**config.mk**
```make
export PLATFORM = sky130hd
export DESIGN_NAME = mem_port_arbiter
export DESIGN_NICKNAME = d
export VERILOG_FILES = /design/src/rtl/mem_port_arbiter.sv
export SDC_FILE = /design/constraint.sdc
export NUM_CORES = 1
export LEC_CHECK = 0
export CAP_MARGIN = 20
export CORE_UTILIZATION = 44
export DETAILED_ROUTE_END_ITERATION = 10
export HOLD_SLACK_MARGIN = 0.08
export PLACE_DENSITY = 0.83
export REMOVE_ABC_BUFFERS = 1
export SLEW_MARGIN = 30
export SYNTH_ARGS = -nofsm -noshare
export SYNTH_HDL_FRONTEND = slang
export SYNTH_SLANG_ARGS = --single-unit
```
**constraint.sdc**
```tcl
create_clock -name clk -period 3.8 [get_ports clk]
set_input_delay 0.38 -clock clk [delete_from_list [all_inputs] [get_ports clk]]
set_output_delay 0.38 -clock clk [all_outputs]
set_load 0.05 [all_outputs]
```
**src/rtl/mem_port_arbiter.sv**
```systemverilog
`timescale 1ns/1ps
// -----------------------------------------------------------------------------
// mem_port_arbiter
//
// Shares one single-ported memory between an instruction-fetch requester (i_*)
// and a load/store requester (d_*). Only one transaction is in flight at a
// time. Simultaneous requests are granted alternately, starting with the
// data side after reset. A watchdog flags transactions that linger in the
// memory handshake for too long.
//
// Ports
//   clk, rst              : clock and synchronous active-high reset
//   i_req, i_addr         : fetch request (held until i_valid) and address
//   i_rdata, i_valid      : fetch data and its one-cycle completion pulse
//   d_req, d_we           : load/store request (held until d_valid), byte mask
//   d_addr, d_wdata       : data address and store data
//   d_rdata, d_valid      : load data and load/store completion pulse
//   mem_req, mem_we,
//   mem_addr, mem_wdata   : transaction presented to the memory port
//   mem_ready             : memory accepts while mem_req is high
//   mem_rvalid, mem_rdata : read return, zero or more cycles after acceptance
//   stall                 : pipeline stall, high while any request is pending
//   timeout_err           : sticky watchdog flag, cleared only by rst
// -----------------------------------------------------------------------------
module mem_port_arbiter (
  input  logic        clk,
  input  logic        rst,
  // fetch side
  input  logic        i_req,
  input  logic [31:0] i_addr,
  output logic [31:0] i_rdata,
  output logic        i_valid,
  // load/store side
  input  logic        d_req,
  input  logic [3:0]  d_we,
  input  logic [31:0] d_addr,
  input  logic [31:0] d_wdata,
  output logic [31:0] d_rdata,
  output logic        d_valid,
  // shared memory port
  output logic        mem_req,
  output logic [3:0]  mem_we,
  output logic [31:0] mem_addr,
  output logic [31:0] mem_wdata,
  input  logic        mem_ready,
  input  logic        mem_rvalid,
  input  logic [31:0] mem_rdata,
  // status
  output logic        stall,
  output logic        timeout_err
);

  typedef enum logic [1:0] {
    ST_IDLE  = 2'd0,
    ST_ISSUE = 2'd1,
    ST_WAIT  = 2'd2
  } state_e;

  localparam logic SIDE_FETCH = 1'b0;
  localparam logic SIDE_DATA  = 1'b1;

  state_e      state_q, state_d;
  logic        side_q, side_d;
  logic        last_grant_q, last_grant_d;
  logic [3:0]  mem_we_q, mem_we_d;
  logic [31:0] mem_addr_q, mem_addr_d;
  logic [31:0] mem_wdata_q, mem_wdata_d;
  logic        i_valid_q, i_valid_d;
  logic        d_valid_q, d_valid_d;
  logic [31:0] i_rdata_q, i_rdata_d;
  logic [31:0] d_rdata_q, d_rdata_d;
  logic [7:0]  wdog_q, wdog_d;
  logic        timeout_err_q, timeout_err_d;

  logic        i_elig;
  logic        d_elig;
  logic        grant_data;
  logic        is_store;
  logic        complete_read;

  // A requester that is seeing its own valid pulse this cycle has already
  // been served; its req is still high only because it has not dropped it yet.
  assign i_elig = i_req & ~i_valid_q;
  assign d_elig = d_req & ~d_valid_q;

  // Data wins when it is the only contender, or when fetch won last time.
  assign grant_data = d_elig & (~i_elig | (last_grant_q == SIDE_FETCH));

  // A fetch always latches a zero mask, so a nonzero mask marks a store.
  assign is_store = |mem_we_q;

  // Next-state, field latching, completion pulses and watchdog.
  always_comb begin
    state_d       = state_q;
    side_d        = side_q;
    last_grant_d  = last_grant_q;
    mem_we_d      = mem_we_q;
    mem_addr_d    = mem_addr_q;
    mem_wdata_d   = mem_wdata_q;
    i_valid_d     = 1'b0;
    d_valid_d     = 1'b0;
    i_rdata_d     = i_rdata_q;
    d_rdata_d     = d_rdata_q;
    wdog_d        = wdog_q;
    timeout_err_d = timeout_err_q;
    complete_read = 1'b0;

    case (state_q)
      ST_IDLE: begin
        if (i_elig | d_elig) begin
          state_d      = ST_ISSUE;
          side_d       = grant_data;
          last_grant_d = grant_data;
          mem_addr_d   = grant_data ? d_addr  : i_addr;
          mem_we_d     = grant_data ? d_we    : 4'b0000;
          mem_wdata_d  = grant_data ? d_wdata : 32'h0000_0000;
          wdog_d       = 8'd0;
        end
      end

      ST_ISSUE: begin
        if (mem_ready) begin
          if (is_store) begin
            // Stores have no read return, so they finish on acceptance
            // and any mem_rvalid seen here belongs to nobody.
            d_valid_d = 1'b1;
            state_d   = ST_IDLE;
          end else if (mem_rvalid) begin
            complete_read = 1'b1;
          end else begin
            state_d = ST_WAIT;
          end
        end
      end

      ST_WAIT: begin
        if (mem_rvalid) begin
          complete_read = 1'b1;
        end
      end

      default: begin
        state_d = ST_IDLE;
      end
    endcase

    // Route returned read data to whichever side owns the transaction.
    if (complete_read) begin
      state_d = ST_IDLE;
      if (side_q == SIDE_DATA) begin
        d_valid_d = 1'b1;
        d_rdata_d = mem_rdata;
      end else begin
        i_valid_d = 1'b1;
        i_rdata_d = mem_rdata;
      end
    end

    // Watchdog counts every cycle spent in the memory handshake; the flag
    // rises on the same edge the counter saturates.
    if (state_q != ST_IDLE) begin
      wdog_d = (wdog_q == 8'hFF) ? wdog_q : (wdog_q + 8'd1);
      if (wdog_d == 8'hFF) begin
        timeout_err_d = 1'b1;
      end
    end
  end

  // State register; reset abandons any transaction in flight.
  always_ff @(posedge clk) begin
    if (rst) begin
      state_q       <= ST_IDLE;
      side_q        <= SIDE_FETCH;
      last_grant_q  <= SIDE_FETCH;
      mem_we_q      <= 4'b0000;
      mem_addr_q    <= 32'h0000_0000;
      mem_wdata_q   <= 32'h0000_0000;
      i_valid_q     <= 1'b0;
      d_valid_q     <= 1'b0;
      i_rdata_q     <= 32'h0000_0000;
      d_rdata_q     <= 32'h0000_0000;
      wdog_q        <= 8'd0;
      timeout_err_q <= 1'b0;
    end else begin
      state_q       <= state_d;
      side_q        <= side_d;
      last_grant_q  <= last_grant_d;
      mem_we_q      <= mem_we_d;
      mem_addr_q    <= mem_addr_d;
      mem_wdata_q   <= mem_wdata_d;
      i_valid_q     <= i_valid_d;
      d_valid_q     <= d_valid_d;
      i_rdata_q     <= i_rdata_d;
      d_rdata_q     <= d_rdata_d;
      wdog_q        <= wdog_d;
      timeout_err_q <= timeout_err_d;
    end
  end

  assign mem_req     = (state_q == ST_ISSUE);
  assign mem_we      = mem_we_q;
  assign mem_addr    = mem_addr_q;
  assign mem_wdata   = mem_wdata_q;
  assign i_valid     = i_valid_q;
  assign d_valid     = d_valid_q;
  assign i_rdata     = i_rdata_q;
  assign d_rdata     = d_rdata_q;
  assign timeout_err = timeout_err_q;

  // Purely combinational so the pipeline sees held requests even in reset.
  assign stall = (i_req & ~i_valid_q) | (d_req & ~d_valid_q);

endmodule

```
# After elaboration in Yosys (flattened, before gate mapping)
# Cells that the tools add are included.
# W data, S select, Z words.
[totals] ram_bits=0 register_bits=146 latch_bits=0 mem_bits_ro=0 n_memories=0 inputBits=138 out_inout_bits=137
[op_classes] n_shift=0 n_div=0 n_reduce_logical=13 bitwise=11 n_mul=0 mux=22 add_sub_neg=1 n_eq_ne=7 magnitude_cmp=0
[ops] operator="$mux W32" n=2
[ops] operator="$mux W8" n=4
[ops] operator="$eq A8 B8 Y1 const B" n=2
[ops] operator="$reduce_and A2 Y1" n=5
[ops] operator="$mux W1" n=9
[ops] operator="$add A8 B1 Y8 const B" n=1
[ops] operator="$mux W2" n=4
[ops] operator="$not A1 Y1" n=6
[ops] operator="$pmux W2 S3" n=1
[ops] operator="$reduce_bool A2 Y1" n=3
[ops] operator="$mux W4" n=1
[ops] operator="$reduce_and A4 Y1" n=1
[ops] operator="$reduce_or A2 Y1" n=2
[ops] operator="$reduce_or A4 Y1" n=1
[ops] operator="$and A1 B1 Y1" n=3
[ops] operator="$ne A3 B2 Y1 const B" n=1
[ops] operator="$eq A2 B1 Y1 const B" n=1
[ops] operator="$eq A2 B2 Y1 const B" n=1
[ops] operator="$logic_not A2 Y1" n=1
[ops] operator="$ne A2 B1 Y1 const B" n=1
[ops] operator="$ne A2 B2 Y1 const B" n=1
[ops] operator="$or A1 B1 Y1" n=2
[ops] operator="$pmux W1 S2" n=1

# Longest topological paths before layout
[depth] ltp_word=6 ltp_mapped=9 mapped_depth_nobuf=7

# Worst setup path before layout
# No wires, ideal clock.
[synth_timing] path_type="register -> register" start="reg d_valid_q, in the netlist d_valid" end="reg mem_we_q[0], in the netlist mem_we[0]" setup_time_ns=0.066 stages_incl_launch_ff=9 slack_ns=1.694 t_required_ns=3.734 synth_period_minus_slack_ns=2.106 arrival_ns=2.040 cell_sequence="dfxtp_1 > nand2b_1 > nor2b_1 > clkbuf_1 > inv_1 > nand2_1 > buf_2 > a22oi_1 > nor2_1"
[synth_between] elab_chain_cells=4 word_cells_on_any_way=6
[synth_lines] element="start, declared" line_no="69" rtl="logic d_valid_q, d_valid_d;"
[synth_lines] element="start signal, assigned" line_no="192" rtl="d_valid_q <= d_valid_d;"
[synth_lines] element="$not A1 Y1"
[synth_lines] element="$and A1 B1 Y1"
[synth_lines] element="$or A1 B1 Y1"
[synth_lines] element="named net stall" line_no="49" rtl="output logic stall,"
[synth_lines] element="$reduce_and A2 Y1 (no source line)"
[synth_lines] element="end signal, assigned" line_no="188" rtl="mem_we_q <= mem_we_d;"
[synth_lines] element="end, declared" line_no="65" rtl="logic [3:0] mem_we_q, mem_we_d;"
# The timed path passes the listed nets, and every way through them passes these cells.
# A chain may end at the register's enable or synchronous reset.

# Final worst setup path
[layout_timing] start="reg state_q[1]" end="reg mem_addr_q[1], in the netlist mem_addr[1]"
[layout_between] elab_chain_cells=2
[layout_lines] element="start, declared" line_no="62" rtl="state_e state_q, state_d;"
[layout_lines] element="start signal, assigned" line_no="185" rtl="state_q <= state_d;"
[layout_lines] element="$logic_not A2 Y1" line_no="108" rtl="case (state_q)"
[layout_lines] element="$reduce_and A2 Y1 (no source line)"
[layout_lines] element="end signal, assigned" line_no="189" rtl="mem_addr_q <= mem_addr_d;"
[layout_lines] element="end, declared" line_no="66" rtl="logic [31:0] mem_addr_q, mem_addr_d;"
# Every way passes these cells.

==> summary.md <==
| Metric | Value |
|---|---|
| FFs w/ async S/R, synth | 0 |
| Setup crit end kind | flip-flop |
| Final weighted congestion in routability-driven placement | 0.821 |
| Mapped Area | 5640 µm² |
| # fillers | 931 |
| First-pass GRT wire length | 27.6 mm |
| Slew margin rel. | 0.436 |
| CTS Sinks | 146 |
| Layout cells sized above 1 | 0.0512 |
| GRT Resource Usage Total | 0.270 |
| Setup Viol. Count Final | 0 |
| Max Clk Rate | 0.370 GHz |
| CTS H-Tree Depth | 4 |
| Mapped Cells | 654 |
| Antenna cell count | 0 |
| Design area | 9040 µm² |
| Final wirelength | 17.8 mm |
| Post-synth EDFFs | 0 |
| Starting DRT DRC Count | 445 |
| Yosys warnings | 0 |
| Crit Reg-Reg Startpoint | state_q[1] |
| IO Pins | 275 |
| Final hold violations | 0 |
| Initial antenna violation count | 0 |
| Starting density of the core | 0.460 |
| Max Cap Viol | 0 |
| Min-delay src | i_rdata[28] |
| TritonCTS Buffers | 17 |
| Post-CTS sizing | 0 |
| Vias per std cell | 5.28 |
| Post-CTS setup buffers | 0 |
| Synthesized area per cell | 8.63 µm² |
| Finished Core Util | 0.737 |
| Worst-path fanout max | 41 |
| Chip Height | 115 µm |
| Drt pass-1 iters | 7 |
| PwrDens | 639 nW/µm² |
| Worst Path Required | 4.12 ns |
| Hold_ws | 0.454 ns |
| Yosys cell types | 39 |
| Status | finished, final reports clean |
| Nets | 1047 |
| Die area | 13300 µm² |
| Largest net degree at the start of global routing | 74 |
| Clock slew at reported path FFs | 0.06 ns |
| IO buf count | 274 |
| Final period util | 0.711 |
| Post-CTS Hold Buffers | 0 |
| Hold worst-path end | i_rdata[28] |
| Startpoint Class | flip-flop |
| CTS tree | yes |
| WL/cell | 16.4 µm |
| Antenna viol nets, final | 0 |
| CTS root buffer | clkbuf_16 |
| Max-slew violations | 0 |
| HP Class | reg2reg |
| Main synth FF type | dfxtp_1 |
| Die width | 115 µm |
| Via count | 5730 |
| Leak pwr | 3.32 nW |
| Tmin final | 2.70 ns |
| Arr. time, crit path | 3.02 ns |
| Tightest Pin Transition | 0.844 ns |
| DRC Markers | 0 |
| RSZ-0062 raised after global routing | no |
| Clock buffer depth | 2 |
| Vias in the first global route | 5651 |
| Max VDD drop | 371 µV |
| # rows | 40 |
| Worst r2r path cells | 7 |
| Register bit count reported by yosys | 146 |
| Worst Hold Path Cells | 2 |
| Fin Clk Skew | 0.00594 ns |
| TNS Setup | 0 ns |
| Placed cell area | 8440 µm² |
| Worst skew pair latency | 0.41 ns |
| R2r endpoint | mem_addr[1] |
| Synth-to-layout area growth | 60.2% |
| Placeable Area | 12300 µm² |
| R2r setup slk | 1.10 ns |
| Setup CP Type | reg2reg |
| Grt ovf | 0 |
| Post-DP HPWL | 12.7 mm |
| Post-synthesis sequential area ratio | 0.518 |
## final cells by class
cell class	instances	area, µm²	share of cell area
clock buffers	25	505	0.0559
clock inverters	7	95.1	0.0105
inverters	9	33.8	0.00374
multi-input cells	447	2450	0.272
flip-flops and latches	146	2920	0.323
well taps	168	210	0.0233
repair buffers	284	2820	0.312
## where the power goes
part,internal [W],switching (W),total (W)
Clock,0.00106,0.000615,0.00167
Combinational,0.000766,0.00143,0.00219
Sequential,0.00176,0.000149,0.00191
Total,0.00358,0.00219,0.00577
## worst max-delay path by stage
| stage | start | to | slack [ns] | cells past startpoint |
|---|---|---|---|---|
| after floorplan | state_q[0] | wdog_q[7] | 0.46 | 5 |
| after global placement | i_req | stall | 1.13 | 5 |
| after detailed placement | i_req | stall | 1.12 | 5 |
| after CTS | state_q[1] | mem_addr[1] | 1.08 | 7 |
| after global routing | state_q[0] | mem_addr[7] | 0.84 | 7 |
| final | state_q[1] | mem_addr[1] | 1.10 | 7 |
## placed cells by master (no fill, tap or decap), types with 3 or more instances in the layout
cell type / instances
a211oi_1: 34
a21oi_1: 73
a22oi_1: 36
a31oi_1: 6
and3_1: 4
buf_4: 11
clkbuf_1: 3
clkbuf_16: 17
clkbuf_8: 5
clkdlybuf4s50_1: 273
dfxtp_1: 146
ha_1: 4
inv_1: 9
mux2i_1: 33
nand2_1: 137
nand3_1: 7
nand4_1: 3
nor2_1: 77
nor2b_1: 3
o21ai_0: 6
## worst max-delay path, stage by stage (launching register included)
cell	delay, ns
dfxtp_1	0.31
inv_1	0.09
ha_1	0.42
inv_1	0.31
nor2_4	0.73
buf_4	0.39
nor2_1	0.08
a211oi_1	0.24
## synthesized netlist by cell type, types with 7 or more instances
| library cell | count | area [µm²] |
|---|---|---|
| a211oi_1 | 34 | 255 |
| a21oi_1 | 73 | 365 |
| a22oi_1 | 36 | 270 |
| buf_2 | 22 | 110 |
| clkbuf_1 | 24 | 90.1 |
| dfxtp_1 | 146 | 2920 |
| inv_1 | 9 | 33.8 |
| mux2i_1 | 33 | 330 |
| nand2_1 | 137 | 514 |
| nand3_1 | 7 | 35.0 |
| nor2_1 | 78 | 293 |
## registers in the layout (all words and copies together), names as in the netlist, 2 cells and up
register   flops
mem_we         4
mem_addr      32
wdog_q         8
mem_wdata     32
i_rdata       32
d_rdata       32
state_q        2
## per-layer routing
layer / share of wire / track usage / routed length [µm]
met3: 0.087 / 0.0870 / 1550
met2: 0.51 / 0.477 / 8970
met1: 0.38 / 0.292 / 6680
met4: 0.031 / 0.133 / 550
met5: 0 / 0 / 0
## per-stage QoR
step           setup WS [ns]  total power [W]  cells
4_1_cts                 1.08          0.00581   1086
5_1_grt                0.842          0.00602   1086
3_5_place_dp            1.12          0.00412   1054
6_report                1.10          0.00577   1086
2_1_floorplan          0.460          0.00330    602
3_3_place_gp            1.13          0.00405   1054
## cells by family (layout without fill, tap and decap cells)
family | after synthesis | count (layout) | synth area share
adder cells (fa/ha/maj) | 4 | 4 | 0.00887
XOR/XNOR | 2 | 2 | 0.00311
AND/OR/NAND/NOR | 243 | 243 | 0.177
flip-flops | 146 | 146 | 0.518
buffers and inverters | 61 | 325 | 0.0495
AO/OA/AOI/OAI | 164 | 164 | 0.183
multiplexers | 34 | 34 | 0.0605
No activity file was read; power rests on OpenSTA's default activity.
